<file path="config.mk">
export PLATFORM = sky130hd
export DESIGN_NAME = dcache_disp_buf
export DESIGN_NICKNAME = d
export VERILOG_FILES = /design/src/rtl/dcache_disp_buf_pkg.sv /design/src/rtl/dcache_disp_buf_fifo.sv /design/src/rtl/dcache_disp_buf.sv
export SDC_FILE = /design/constraint.sdc
export NUM_CORES = 2
export LEC_CHECK = 0
export ABC_AREA = 1
export BUFFER_PORTS_ARGS = -buffer_cell sky130_fd_sc_hd__clkbuf_2
export CORE_AREA = 4 4 444 446
export CTS_CLUSTER_SIZE = 24
export DETAILED_ROUTE_END_ITERATION = 10
export DIE_AREA = 0 0 448 450
export PLACE_DENSITY = 0.67
export REMOVE_ABC_BUFFERS = 1
export SLEW_MARGIN = 25
export SYNTH_ARGS = -nofsm -noshare
export SYNTH_HDL_FRONTEND = slang
export SYNTH_SLANG_ARGS = --single-unit
</file>
<file path="constraint.sdc">
create_clock -name clk -period 32.5 [get_ports clk]
set_input_delay 4.875 -clock clk [delete_from_list [all_inputs] [get_ports clk]]
set_output_delay 4.875 -clock clk [all_outputs]
set_load 0.03 [all_outputs]
</file>
<file path="src/rtl/dcache_disp_buf_pkg.sv">
// Shared types for the dcache displacement (writeback) path toward L2.
package dcache_disp_buf_pkg;

   localparam int L1_REQID_W = 5;
   localparam int L2_REQID_W = 6;
   localparam int MASK_W     = 8;
   localparam int DCMD_W     = 3;
   localparam int PPADDR_W   = 34;
   localparam int LINE_W     = 512;

   typedef logic [L1_REQID_W-1:0] L1_reqid_type;
   typedef logic [L2_REQID_W-1:0] L2_reqid_type;
   typedef logic [MASK_W-1:0]     SC_disp_mask_type;
   typedef logic [DCMD_W-1:0]     SC_dcmd_type;
   typedef logic [PPADDR_W-1:0]   SC_ppaddr_type;
   typedef logic [LINE_W-1:0]     SC_line_type;

   typedef struct packed {
      L1_reqid_type     l1id;
      L2_reqid_type     l2id;
      SC_disp_mask_type mask;
      SC_dcmd_type      dcmd;
      SC_line_type      line;
      SC_ppaddr_type    ppaddr;
   } I_l1tol2_disp_type;

endpackage

</file>
<file path="src/rtl/dcache_disp_buf_fifo.sv">
// Generic DEPTH-entry FIFO; pointers carry one extra wrap bit so full and
// empty are told apart without a separate count.
module dcache_disp_buf_fifo #(
   parameter int DEPTH = 4,
   parameter int W     = 8
) (
   input  logic         clk,
   input  logic         reset,
   input  logic         wr_en,
   input  logic [W-1:0] wr_data,
   input  logic         rd_en,
   output logic [W-1:0] rd_data,
   output logic         full,
   output logic         empty
);

   localparam int AW = $clog2(DEPTH);

   logic [W-1:0] mem [DEPTH];
   logic [AW:0]  wr_ptr;
   logic [AW:0]  rd_ptr;

   always_ff @(posedge clk or negedge reset) begin
      if (!reset) begin
         wr_ptr <= '0;
         rd_ptr <= '0;
      end else begin
         if (wr_en) wr_ptr <= wr_ptr + 1'b1;
         if (rd_en) rd_ptr <= rd_ptr + 1'b1;
      end
   end

   // Storage is not reset; validity comes only from the pointers.
   always_ff @(posedge clk) begin
      if (wr_en) mem[wr_ptr[AW-1:0]] <= wr_data;
   end

   assign rd_data = mem[rd_ptr[AW-1:0]];
   assign empty   = (wr_ptr == rd_ptr);
   assign full    = (wr_ptr[AW] != rd_ptr[AW]) && (wr_ptr[AW-1:0] == rd_ptr[AW-1:0]);

endmodule

</file>
<file path="src/rtl/dcache_disp_buf.sv">
// Displacement buffer: in-order FIFO from dcache_pipe to L2 plus per-id
// in-flight tracking until the matching dack returns.
module dcache_disp_buf
   import dcache_disp_buf_pkg::*;
#(
   parameter int DEPTH  = 4,
   parameter int L1ID_W = 5,
   parameter int CNT_W  = 6
) (
   input  logic              clk,
   input  logic              reset,
   input  logic              dctodb_disp_valid,
   output logic              dctodb_disp_retry,
   input  I_l1tol2_disp_type dctodb_disp,
   output logic              l1tol2_disp_valid,
   input  logic              l1tol2_disp_retry,
   output I_l1tol2_disp_type l1tol2_disp,
   input  logic              l2tol1_dack_valid,
   output logic              l2tol1_dack_retry,
   input  logic [L1ID_W-1:0] l2tol1_dack_l1id,
   output logic [CNT_W-1:0]  db_outstanding,
   output logic              db_idle,
   output logic              db_dack_err
);

   // Every port transfers when valid && !retry; a sender under retry holds
   // its payload stable, and a receiver may drop retry at any time.

   localparam int NID = 2**L1ID_W;

   logic           full;
   logic           empty;
   logic           enq;
   logic           deq;
   logic           dack_ok;
   logic [NID-1:0] busy_q;
   logic [NID-1:0] busy_d;
   logic [CNT_W-1:0] cnt_q;
   logic [CNT_W-1:0] cnt_d;
   logic           err_q;

   // Retry uses only registered state plus the offered id, never L2 inputs.
   assign dctodb_disp_retry = full | busy_q[dctodb_disp.l1id];
   assign enq               = dctodb_disp_valid & ~dctodb_disp_retry;
   assign l1tol2_disp_valid = ~empty;
   assign deq               = l1tol2_disp_valid & ~l1tol2_disp_retry;
   assign dack_ok           = l2tol1_dack_valid & busy_q[l2tol1_dack_l1id];
   assign l2tol1_dack_retry = 1'b0;

   dcache_disp_buf_fifo #(
      .DEPTH (DEPTH),
      .W     ($bits(I_l1tol2_disp_type))
   ) u_fifo (
      .clk     (clk),
      .reset   (reset),
      .wr_en   (enq),
      .wr_data (dctodb_disp),
      .rd_en   (deq),
      .rd_data (l1tol2_disp),
      .full    (full),
      .empty   (empty)
   );

   // Enqueue and dack never name the same id in one cycle, so order is moot.
   always_comb begin
      busy_d = busy_q;
      cnt_d  = cnt_q;
      if (dack_ok) busy_d[l2tol1_dack_l1id] = 1'b0;
      if (enq)     busy_d[dctodb_disp.l1id] = 1'b1;
      case ({enq, dack_ok})
         2'b10:   cnt_d = cnt_q + CNT_W'(1);
         2'b01:   cnt_d = cnt_q - CNT_W'(1);
         default: cnt_d = cnt_q;
      endcase
   end

   always_ff @(posedge clk or negedge reset) begin
      if (!reset) begin
         busy_q <= '0;
         cnt_q  <= '0;
         err_q  <= 1'b0;
      end else begin
         busy_q <= busy_d;
         cnt_q  <= cnt_d;
         if (l2tol1_dack_valid && !busy_q[l2tol1_dack_l1id]) err_q <= 1'b1;
      end
   end

   assign db_outstanding = cnt_q;
   assign db_idle        = empty & (cnt_q == '0);
   assign db_dack_err    = err_q;

endmodule

</file>
Yosys cells after proc, flatten, opt, wreduce, memory -nomap -nowiden
Memory sizes are Yosys's and may differ from the RTL's.
Cells that the tools add are included.
- reduce and logical (&&, ||, !) cells: 7
- add/sub/neg operators: 4
- order comparisons: 4
- bitwise operators: 11
- equal/unequal tests: 5
- multiplexer cells: 13
- operators with widths (kind ; number):
    $mux 32 ; 2
    $and 32x32->32 ; 1
    $not 32->32 ; 1
    $or 32x32->32 ; 1
    $lt 5x6->1 const B ; 2
    $pmux 6 s2 ; 1
    $bmux 1 s5 ; 2
    $demux 1 s5 ; 2
    $ge 5x1->1 const B ; 2
    $add 3x1->3 const B ; 2
    $add 6x1->6 const B ; 1
    $logic_not 6->1 ; 1
    $mux 1 ; 6
    $sub 6x1->6 const B ; 1
    $and 1x1->1 ; 4
    $logic_and 1x1->1 ; 4
    $eq 3x3->1 ; 1
    $not 1->1 ; 3
    $eq 2x1->1 const B ; 1
    $eq 2x2->1 ; 1
    $eq 2x2->1 const B ; 1
    $reduce_bool 2->1 ; 1
    $logic_not 1->1 ; 1
    $ne 1x1->1 ; 1
    $or 1x1->1 ; 1
- output and inout bits: 579
- bits of input ports: 578
- memories: 1
- bits in writable memories: 2272
- register bits: 45
- memories (name ; words ; bits a word ; read ports ; clocked after memory_dff ; write ports ; line ; RTL):
    u_fifo.mem ; 4 ; 568 ; 1 ; 0 ; 1 ; dcache_disp_buf_fifo.sv:19 ; logic [W-1:0] mem [DEPTH];

Logic depth before layout (Yosys ltp)
- word-level depth: 9
- depth in mapped cells: 22

Cells and area by module
A second synthesis with hierarchy kept.
- cells, all modules: 7203
- area, all modules: 92845.3 um2
- by module, submodules not included (module ; times used ; sequential area each (um2) ; cells each ; area an instance (um2)):
    dcache_disp_buf_fifo ; 1 ; 68375.6 ; 6669 ; 89781.1
    dcache_disp_buf ; 1 ; 975.9 ; 534 ; 3064.2

Worst setup path after synthesis
OpenSTA, ideal clock, no wires.
- kind: input to register
- start: in dctodb_disp[563] (netlist bit)
- end: mem u_fifo.mem[0][0] (netlist bit), enable pin
- data arrival time: 29366 ps
- stages on the path: 11
- setup slack: 1618 ps
- path buffers: 1
- cells stage by stage: inv_2 -> buf_4 -> nand2_1 -> nand2_1 -> nand2_1 -> nand2_1 -> nand2_1 -> nand2_1 -> nor2_2 -> nand4_1 -> nor2_1
- cells in the longest elaborated chain, start to end: 7
- RTL lines (item ; line ; RTL):
    start, declared ; dcache_disp_buf.sv:14 ; input I_l1tol2_disp_type dctodb_disp,
    $bmux 1 s5 ; dcache_disp_buf.sv:43 ; assign dctodb_disp_retry = full | busy_q[dctodb_disp.l1id];
    $mux 1 (implied by the code) ; dcache_disp_buf.sv:43 ;
    $or 1x1->1 ; dcache_disp_buf.sv:43 ;
    $not 1->1 ; dcache_disp_buf.sv:44 ; assign enq = dctodb_disp_valid & ~dctodb_disp_retry;
    $and 1x1->1 ; dcache_disp_buf.sv:44 ;
    $mux 1 ; dcache_disp_buf_fifo.sv:35 ; if (wr_en) mem[wr_ptr[AW-1:0]] <= wr_data;
    $mux 1 (implied by the code) ; dcache_disp_buf_fifo.sv:35 ;
    end, declared ; dcache_disp_buf_fifo.sv:19 ;
No other way between the ends. The select of a mux whose other input is x is not followed.

Worst setup path after layout
- start: in dctodb_disp[563] (netlist bit)
- end: out dctodb_disp_retry
- cells in the longest elaborated chain, start to end: 3
- RTL lines (item ; line ; RTL):
    $bmux 1 s5 ; dcache_disp_buf.sv:43 ;
    $mux 1 (implied by the code) ; dcache_disp_buf.sv:43 ;
    $or 1x1->1 ; dcache_disp_buf.sv:43 ;
    end, declared ; dcache_disp_buf.sv:13 ; output logic dctodb_disp_retry,
No other way between the ends. The select of a mux whose other input is x is not followed.

==> Flow_metrics.wiki <==
{| class="wikitable"
! Metric !! Value
|-
| Status || finished clean
|-
| Leading cell type in the layout, fill and taps excluded || sky130_fd_sc_hd__edfxtp_1
|-
| Post-route worst setup slack || between 20000 and 25000 ps
|-
| Number of clock buffers inserted by TritonCTS || ~220
|-
| Delay-heaviest family, CP || buffers and inverters
|-
| Total Power Consumption || 0.0109 W
|-
| Final hold violation count || 0
|-
| Reg-to-Reg Start || u_fifo.rd_ptr[1]
|-
| IO Pins || 1157
|-
| Number of gates given a new drive strength after cts || 0
|-
| Via count of the first global-routing pass || 52100
|-
| Core Footprint || 0.193 mm2
|-
| Gr usage total || 22.1%
|-
| Setup Skew || 61.7 ps
|-
| Worst Path Class, Setup || in -> out
|-
| CP startpoint kind || input port
|-
| Startpoint of the worst setup timing path || dctodb_disp[563]
|-
| Clock slew at reported path FFs || about 60 ps
|-
| Synth Instances || 6066
|-
| Flop and latch count out of synthesis || 2317
|-
| Final min period || 11300 ps
|-
| Setup violation total in the final timing report || 0
|-
| Effective utilization at floorplan || a little under half
|-
| Hold WS || approximately 490 ps
|-
| Arrival time of the worst setup path || 6430 ps
|-
| Total standard cell area after synthesis || between 0.08 and 0.09 mm2
|-
| Distinct cells, synth || 31
|-
| Number of stages on the worst hold path || 1
|-
| Syn. warnings || 0
|-
| Pwr Density || 107 mW/mm2
|-
| Post-route setup TNS || 0 ps
|-
| Clock insertion delay at the later pin of the skew report || 860 ps
|-
| Largest net degree at the start of global routing || 251
|-
| Final ANT Viol Nets || 0
|-
| Leading cell types in the layout, fill and taps excluded || sky130_fd_sc_hd__edfxtp_1, sky130_fd_sc_hd__nor2_1, sky130_fd_sc_hd__clkbuf_2
|-
| Max Buffers Root-to-Sink || 3
|-
| Share of layout cells above drive strength 1 || a little over a fifth
|-
| Ordered list of cells on the worst path || clkbuf_2 > inv_2 > nand2_1 > nand2_1 > nand2_1 > nand2_1 > nand2_1 > nand2_1 > nor2_2 > nand3_2 > clkbuf_2
|-
| Setup repair after global routing missed its margin || no
|-
| Drt total wl || between 200 and 250 mm
|-
| Final-report max-slew violation count || 0
|-
| Number of vias per cell after detailed routing || 5.51
|-
| Pleak || roughly 35 nW
|-
| Final Wtd Congestion || between 0.8 and 0.9
|-
| DPL Wire Length || 143 mm
|-
| Most Frequent Cell on Critical Path || sky130_fd_sc_hd__nand2_1
|-
| Number of antenna violations at the first check in global routing || 87
|-
| Slowest Stage Delay on Critical Path || 400 ps
|-
| Hold crit path type || reg -> reg
|-
| Critical path peak fanout || 25
|-
| Required time of the critical path || 27620 ps
|-
| Busiest metal layer after global routing || met2
|-
| Post-route DRC violation count || 0
|-
| FF-to-FF path depth || 11
|-
| Remaining Overflow, GRT || 0
|-
| Die boundary width || 448 um
|-
| Sequential share of the synthesized area || 80.0%
|-
| Met2 global-route usage || 35.2%
|-
| Met1 track demand over resource in global routing || about 28%
|-
| Total iterations of the first detailed-routing run || 6
|-
| CTS tree || built
|-
| Pre-CTS WS || 20580 ps
|-
| Number of buffers inserted by hold repair at cts || 0
|-
| Maximum Capacitance Violations || 0
|-
| Worst hold start || db_dack_err
|-
| Area enclosed by the die boundary || 0.202 mm2
|-
| Cell type of the slowest stage on the worst timing path || sky130_fd_sc_hd__clkbuf_2
|-
| H-tree depth || 4
|-
| Buf+Inv Stages, Crit Path || 3
|-
| Final Cycle Share || 34.8%
|-
| Number of input and output port buffers inserted || 1155
|-
| Number of buffers inserted to repair setup after CTS || 0
|-
| Global Route met3 Usage || 7.00%
|-
| Total stage count of the critical path || 11
|-
| Via count || 54600
|-
| DR iter-0 viols || 5367
|-
| Global-route wire length before repair || 339 mm
|-
| Standard-cell rows || 161
|-
| Vert. Die Dim || 450 um
|-
| Transition time at the pin with the least slew margin || 1270 ps
|-
| Peak supply drop || 0.0000837 V
|-
| Achievable clock frequency || a little under 90 MHz
|-
| Avg Synthesized Cell Area || 14.3 um2
|-
| Setup crit end kind || primary output
|-
| Number of sinks on the clock net || 2317
|-
| Final routed wire length divided by cell count || 23.5 um
|-
| Area overhead of the layout relative to synthesis || 17.7%
|-
| Clock tree root buffer cell || sky130_fd_sc_hd__clkbuf_16
|-
| Nets@finish || 7703
|-
| Worst max-slew margin expressed relative to the limit || between 10% and 20%
|}
routing by layer:
layer	up-vias	part of all wire, %
li1	24900	-
met1	27000	38
met2	2102	48
met3	456	9.0
met4	28	4.6
met5	-	0.079
flip-flops by register name, indices dropped and copies added, names as in the netlist:
signal / cells
db_dack_err: 1
u_fifo.rd_ptr: 3
db_outstanding: 6
u_fifo.mem: 2272
u_fifo.wr_ptr: 3
busy_q: 32
worst reg2reg max path: cells and delay by family (launching register included):
kind / cells / cell delay, ps
XOR/XNOR: 1 / 180
buffers and inverters: 5 / 3950
flip-flops: 1 / 740
AND/OR/NAND/NOR: 5 / 1750
per-stage QoR:
stage          instance area (um2)  std cells  utilization, %
6_report                    102000       9899            53.0
5_1_grt                     102000       9880            53.0
3_3_place_gp                 94700       9414            49.2
4_1_cts                     102000       9825            52.8
3_5_place_dp                 94700       9414            49.2
2_1_floorplan                85100       5667               -
power breakdown:
group	switching [W]	internal [W]	total, W
Clock	0.00110	0.00140	0.00249
Sequential	0.000152	0.00399	0.00414
Combinational	0.00333	0.000963	0.00429
cells by family after synthesis:
| group | synth area share [%] |
|---|---|
| adders and majority gates | 0.115 |
| AOI/OAI and AO/OA | 10.7 |
| buffers and inverters | 2.11 |
| other | 0.00433 |
| xor gates and xnor gates | 0.141 |
| DFF | 80.0 |
| and+or+nand+nor | 6.91 |
synthesized netlist by cell type:
master | instances | area, um2
sky130_fd_sc_hd__buf_6 | 4 | 45.0
sky130_fd_sc_hd__nor2_8 | 1 | 20.0
sky130_fd_sc_hd__nand2_2 | 1 | 6.26
sky130_fd_sc_hd__nand4_1 | 3 | 18.8
sky130_fd_sc_hd__edfxtp_1 | 2272 | 68200
sky130_fd_sc_hd__ha_1 | 8 | 100
sky130_fd_sc_hd__buf_2 | 84 | 420
sky130_fd_sc_hd__nand3_1 | 47 | 235
sky130_fd_sc_hd__nand3_2 | 1 | 10.0
sky130_fd_sc_hd__buf_4 | 5 | 37.5
sky130_fd_sc_hd__conb_1 | 1 | 3.75
sky130_fd_sc_hd__a21oi_1 | 5 | 25.0
sky130_fd_sc_hd__nor2_2 | 2 | 12.5
sky130_fd_sc_hd__nor4_1 | 1 | 6.26
sky130_fd_sc_hd__o21bai_1 | 1 | 7.51
sky130_fd_sc_hd__clkbuf_1 | 302 | 1130
sky130_fd_sc_hd__dfrtp_1 | 45 | 1130
sky130_fd_sc_hd__o21ai_0 | 1101 | 5510
sky130_fd_sc_hd__xor2_1 | 6 | 52.6
sky130_fd_sc_hd__inv_2 | 5 | 18.8
sky130_fd_sc_hd__buf_1 | 4 | 15.0
sky130_fd_sc_hd__inv_1 | 41 | 154
sky130_fd_sc_hd__nor3_1 | 15 | 75.1
sky130_fd_sc_hd__nor2_1 | 1215 | 4560
sky130_fd_sc_hd__o21ai_1 | 42 | 210
sky130_fd_sc_hd__nand2_1 | 275 | 1030
sky130_fd_sc_hd__or2_2 | 1 | 6.26
sky130_fd_sc_hd__nand3b_1 | 1 | 7.51
sky130_fd_sc_hd__o22ai_1 | 568 | 3550
sky130_fd_sc_hd__xnor2_1 | 8 | 70.1
sky130_fd_sc_hd__clkinv_1 | 1 | 3.75
final timing paths:
| check | end | slack [ps] |
|---|---|---|
| setup / recovery | dctodb_disp_retry | 21200 |
| hold / removal | db_dack_err | 490 |
| setup reg to reg | u_fifo.mem[3][143] | 25490 |
| hold reg to reg | db_dack_err | 490 |
| max in group asynchronous | u_fifo.rd_ptr[0] | 27880 |
| min in group asynchronous | db_outstanding[4] | 4140 |
layout make-up:
class | count | area [um2]
repair buffers | 1225 | 6520
fillers | 15700 | 90500
diodes | 70 | 175
clock buffers | 293 | 5940
multi-input cells | 3303 | 15600
well taps | 2526 | 3160
flip-flops and latches | 2317 | 69400
inverters | 47 | 196
clock inverters | 118 | 1150
No activity file was read; power rests on OpenSTA's default activity.
